## config.mk

```make
export PLATFORM = sky130hd
export DESIGN_NAME = key_event_encoder
export DESIGN_NICKNAME = d
export VERILOG_FILES = /design/src/rtl/keys_pkg.sv /design/src/rtl/sync_fifo.sv /design/src/rtl/key_event_encoder.sv
export SDC_FILE = /design/constraint.sdc
export NUM_CORES = 1
export LEC_CHECK = 0
export CELL_PAD_IN_SITES_DETAIL_PLACEMENT = 0
export CELL_PAD_IN_SITES_GLOBAL_PLACEMENT = 1
export CORE_MARGIN = 2
export CORE_UTILIZATION = 46
export DETAILED_ROUTE_END_ITERATION = 10
export HOLD_SLACK_MARGIN = 0.03
export PLACE_DENSITY = 0.88
export SLEW_MARGIN = 20
export SYNTH_ARGS = -nofsm -noshare
export SYNTH_HDL_FRONTEND = slang
export SYNTH_SLANG_ARGS = --single-unit
export TNS_END_PERCENT = 1
```

## constraint.sdc

```tcl
create_clock -name clk_i -period 4.8 [get_ports clk_i]
set_input_delay 0.96 -clock clk_i [delete_from_list [all_inputs] [get_ports clk_i]]
set_output_delay 0.96 -clock clk_i [all_outputs]
set_load 0.1 [all_outputs]
```

## src/rtl/keys_pkg.sv

```systemverilog
// keys_pkg: shared key-scanner sizing, event record layout and scan-index helper
package keys_pkg;
    localparam int KEYS = 61;
    localparam int IDX_W = $clog2(KEYS);
    localparam int FIFO_DEPTH = 8;
    typedef struct packed {
        logic [IDX_W-1:0] code;
        logic level;
    } evt_t;
    function automatic int next_idx(input int i, input int n);
        return (i == n - 1) ? 0 : i + 1;
    endfunction
endpackage

```

## src/rtl/sync_fifo.sv

```systemverilog
// sync_fifo: single-clock FIFO with occupancy count; full is judged before any pop, so no push-through
module sync_fifo #(
    parameter int WIDTH = 8,
    parameter int DEPTH = 8,
    localparam int PTR_W = $clog2(DEPTH),
    localparam int CNT_W = PTR_W + 1
) (
    input  logic             clk_i,
    input  logic             rst_i,
    input  logic             push_i,
    input  logic             pop_i,
    input  logic [WIDTH-1:0] data_i,
    output logic [WIDTH-1:0] data_o,
    output logic             full_o,
    output logic             empty_o,
    output logic [CNT_W-1:0] count_o
);
    logic [WIDTH-1:0] mem [DEPTH];
    logic [PTR_W-1:0] wr_ptr, rd_ptr;
    logic do_push, do_pop;
    assign full_o = count_o == CNT_W'(DEPTH);
    assign empty_o = count_o == '0;
    assign do_push = push_i && !full_o;
    assign do_pop = pop_i && !empty_o;
    assign data_o = mem[rd_ptr];
    always_ff @(posedge clk_i) begin
        if (rst_i) begin
            wr_ptr <= '0;
            rd_ptr <= '0;
            count_o <= '0;
        end else begin
            if (do_push) begin
                mem[wr_ptr] <= data_i;
                wr_ptr <= wr_ptr + PTR_W'(1);
            end
            if (do_pop) rd_ptr <= rd_ptr + PTR_W'(1);
            count_o <= count_o + CNT_W'(do_push) - CNT_W'(do_pop);
        end
    end
endmodule

```

## src/rtl/key_event_encoder.sv

```systemverilog
// key_event_encoder: round-robin scan of debounced key levels, queuing one {code, level} event per reported change
module key_event_encoder #(
    parameter int KEYS = keys_pkg::KEYS,
    parameter int FIFO_DEPTH = keys_pkg::FIFO_DEPTH,
    localparam int IDX_W = $clog2(KEYS)
) (
    input  logic             clk_i,
    input  logic             rst_i,
    input  logic [KEYS-1:0]  keys_i,
    output logic             evt_valid_o,
    input  logic             evt_ready_i,
    output logic [IDX_W-1:0] evt_code_o,
    output logic             evt_level_o,
    output logic             pending_o
);
    import keys_pkg::*;
    localparam int CNT_W = $clog2(FIFO_DEPTH) + 1;
    logic [KEYS-1:0] rep;
    logic [IDX_W-1:0] idx;
    logic key, differ, full, empty, push, advance;
    logic [CNT_W-1:0] fifo_count;
    logic [IDX_W:0] head;
    assign key = keys_i[idx];
    assign differ = key != rep[idx];
    // a change seen while the queue is full parks the scan on that key until space frees up
    assign push = differ && !full;
    assign advance = !differ || !full;
    assign pending_o = |(keys_i ^ rep);
    assign evt_valid_o = !empty;
    assign evt_code_o = head[IDX_W:1];
    assign evt_level_o = head[0];
    always_ff @(posedge clk_i) begin
        if (rst_i) begin
            rep <= '1;
            idx <= '0;
        end else begin
            if (push) rep[idx] <= key;
            if (advance) idx <= IDX_W'(next_idx(int'(idx), KEYS));
        end
    end
    sync_fifo #(
        .WIDTH(IDX_W + 1),
        .DEPTH(FIFO_DEPTH)
    ) u_fifo (
        .clk_i  (clk_i),
        .rst_i  (rst_i),
        .push_i (push),
        .pop_i  (evt_valid_o && evt_ready_i),
        .data_i ({idx, key}),
        .data_o (head),
        .full_o (full),
        .empty_o(empty),
        .count_o(fifo_count)
    );
    assert property (@(posedge clk_i) disable iff (rst_i) evt_valid_o == (fifo_count != '0));
endmodule
```

==> metrics <==
outcome=complete, no violations; most common cell in the netlist=dfxtp_1; Final Non-Filler Cells=966; Design Area, Final=8980 sq um; Cell Int Power=about 2.9 mW; Final Hold Fails=0; Yosys warnings=0; CP Max Fanout=32; Synth area leader=edfxtp_1; WP data arrival=between 4 and 5 ns; Hold WC Path Type=register to register; share of cells above drive strength 1=16.4%; Resize count post-CTS=0; number of cell rows=46; worst-skew pair later-pin latency=approximately 0.42 ns; synthesized cell area=7440 sq um; Tmin final=4.07 ns; crit path capture type=register; syn_nets=745; VDD IR max=0.334 mV; CTS hold repair buffers=0; skew final=about 0.012 ns; EDFF count, synth=56; synth cell count leaders=dfxtp_1 (80), a221o_1 (61), nand2_1 (60); Post-CTS Setup Bufs=0; clock tree sinks=approximately 140; IO Pins=73; Worst-Margin Slew=0.977 ns; post-synth cell types=70; switching power=between 1.5 and 2 mW; gpl congestion=between 1 and 1.5; top cells by area, synth=edfxtp_1 (23%), dfxtp_1 (22%), a221o_1 (8.2%); R2R cell count=15; number of port buffers=between 70 and 80; Placed Area=8330 sq um; largest net degree at the start of global routing=between 50 and 60; share of the synthesized area in the top cell type=22.6%; TNS Setup=0 ns; Area growth, synth to finish=20.6%; first-pass GRT wire length=35800 um; H-Tree Depth=4; DR iter-0 viols=1014; Worst Hold Depth=2; Final Cycle Share=approximately 85%; Vias per Instance=6.57; # setup viols final=0; static leakage=2.91 nW; vias in the first global route=6177; CTS clock-pin slew for the worst setup and hold paths=approximately 0.060 ns; sequential share of the synthesized area=44.1%; GR Overflow Total=0; nets=812; Clock power frac=roughly 29%; all-layer global routing usage=27.2%; asr flop ratio synth=0%; Slew Limit Headroom=34.7%; RSZ-0062 raised after global routing=no; ANT nets after route=0; DRC Markers=0; Root Driver=clkbuf_16; Antenna diodes=0; Inserted Clock Buffers=17; maximum clock rate=approximately 250 MHz; synthesized flop and latch total=136; die span in x=131 um; Vias=6346; Required @ worst endpoint=5.08 ns; Cells after Synth=670; Starting Density=47.0%; Sw Ratio=39.6%; core area=around 16000 sq um; fin. max-slew vios=0; average cell area after synthesis=11.1 sq um; Flop pwr share=30.7%; Longest Clk Path Bufs=2; dpl cells=just over 900; Routed WL=~24000 um; Final HPWL DP=16900 um; hold_ws=0.496 ns; die area=17200 sq um; Logic pwr share=40.1%; Max Cap Viol=0; Setup CP Type=register to register; antenna violations before repair=1; Main synth FF type=dfxtp_1; DRT Pass-1 Iters=7; pwr dens=between 500 and 600 nW/um^2; startpoint type of the worst setup path=register; drt wl/cell=24.3 um; CTS tree=done; Die Ht=131 um
[metal layers]
| layer | up-vias | GRT usage, % | routed length [um] |
|---|---|---|---|
| met4 | 2 | 12.4 | 983 |
| li1 | 2737 | - | - |
| met2 | 425 | 43.6 | 10900 |
| met1 | 3097 | 34.9 | 9330 |
| met3 | 85 | 6.48 | 2250 |
| met5 | - | 0 | 14 |
[registers in the layout, indices dropped and copies added (netlist names), named ones only]
signal          cells
u_fifo.rd_ptr       3
u_fifo.wr_ptr       3
rep                61
u_fifo.mem         56
idx                 6
u_fifo.count_o      4
[cell usage in the layout, fill, tap and decap left out, types with 5 or more instances in the layout]
cell type,count
a21oi_1,13
a221o_1,61
a221oi_1,27
a22oi_1,6
and2_1,5
buf_4,27
clkbuf_16,20
clkdlybuf4s50_1,70
dfxtp_1,78
edfxtp_1,56
ha_1,10
inv_1,14
mux2_1,5
mux2_2,8
mux2i_1,11
mux4_2,17
nand2_1,60
nand2b_1,5
nand3_1,36
nand4_1,10
nor2_1,28
nor2_2,7
nor2b_1,10
nor3_1,6
nor3_4,5
nor4_1,13
o21ai_0,6
xnor2_1,42
xor2_1,23
[power groups by stage]
| stage | registers [mW] | logic, mW | clock network (mW) |
|---|---|---|---|
| 3_5_place_dp | 1.49 | 1.88 | 0 |
| 3_3_place_gp | 1.48 | 1.85 | 0 |
| 4_1_cts | 1.47 | 1.89 | 1.41 |
| 5_1_grt | 1.48 | 2.02 | 1.45 |
| 2_1_floorplan | 1.40 | 1.49 | 0 |
| 6_report | 1.47 | 1.92 | 1.39 |
[worst paths after layout]
path | startpoint | to | slack [ns]
worst max-delay path | idx[1] | u_fifo.count_o[2] | 0.73
worst min-delay path | u_fifo.rd_ptr[1] | register | 0.50
worst max register to register | idx[1] | u_fifo.count_o[2] | 0.73
worst min register to register | u_fifo.rd_ptr[1] | register | 0.50
[area by class of cell]
class | count | area (sq um)
clock buffer | 22 | 519
fill | 1331 | 6850
clock inverter | 10 | 126
multi-input combinational | 468 | 3810
tap | 216 | 270
timing repair buffer | 98 | 908
inverter | 16 | 60.1
sequential | 136 | 3290
[critical path, stage by stage (launching register included)]
cell and delay (ns):
dfxtp_2 0.81, buf_4 0.39, nand2b_1 0.14, mux4_2 0.23
a21oi_1 0.14, a2111oi_4 0.36, nand3_2 0.29, a21o_4 0.36
nand2_1 0.08, nand2_1 0.13, inv_2 0.16, ha_1 0.20
inv_1 0.06, fa_1 0.37, xor2_1 0.15, nor2_1 0.05
[through the flow]
step	utilization, %	setup slack (ns)	total power [mW]
after floorplan	-	0.998	2.90
after global placement	52.6	0.589	3.32
after detailed placement	52.6	0.485	3.37
after CTS	56.7	0.769	4.76
after global routing	56.7	0.458	4.96
final	56.7	0.725	4.78
[logic make-up (layout without fill, tap and decap cells)]
logic type | Yosys count | in the layout | synth area share, %
flip-flops | 136 | 136 | 44.1
AND/OR/NAND/NOR | 202 | 202 | 14.7
buffers and inverters | 66 | 146 | 4.76
adder cells (fa/ha/maj) | 11 | 11 | 1.95
XOR/XNOR | 65 | 65 | 7.65
multiplexers | 44 | 44 | 9.19
AO/OA/AOI/OAI | 146 | 146 | 17.6
No activity file was read; power rests on OpenSTA's default activity.
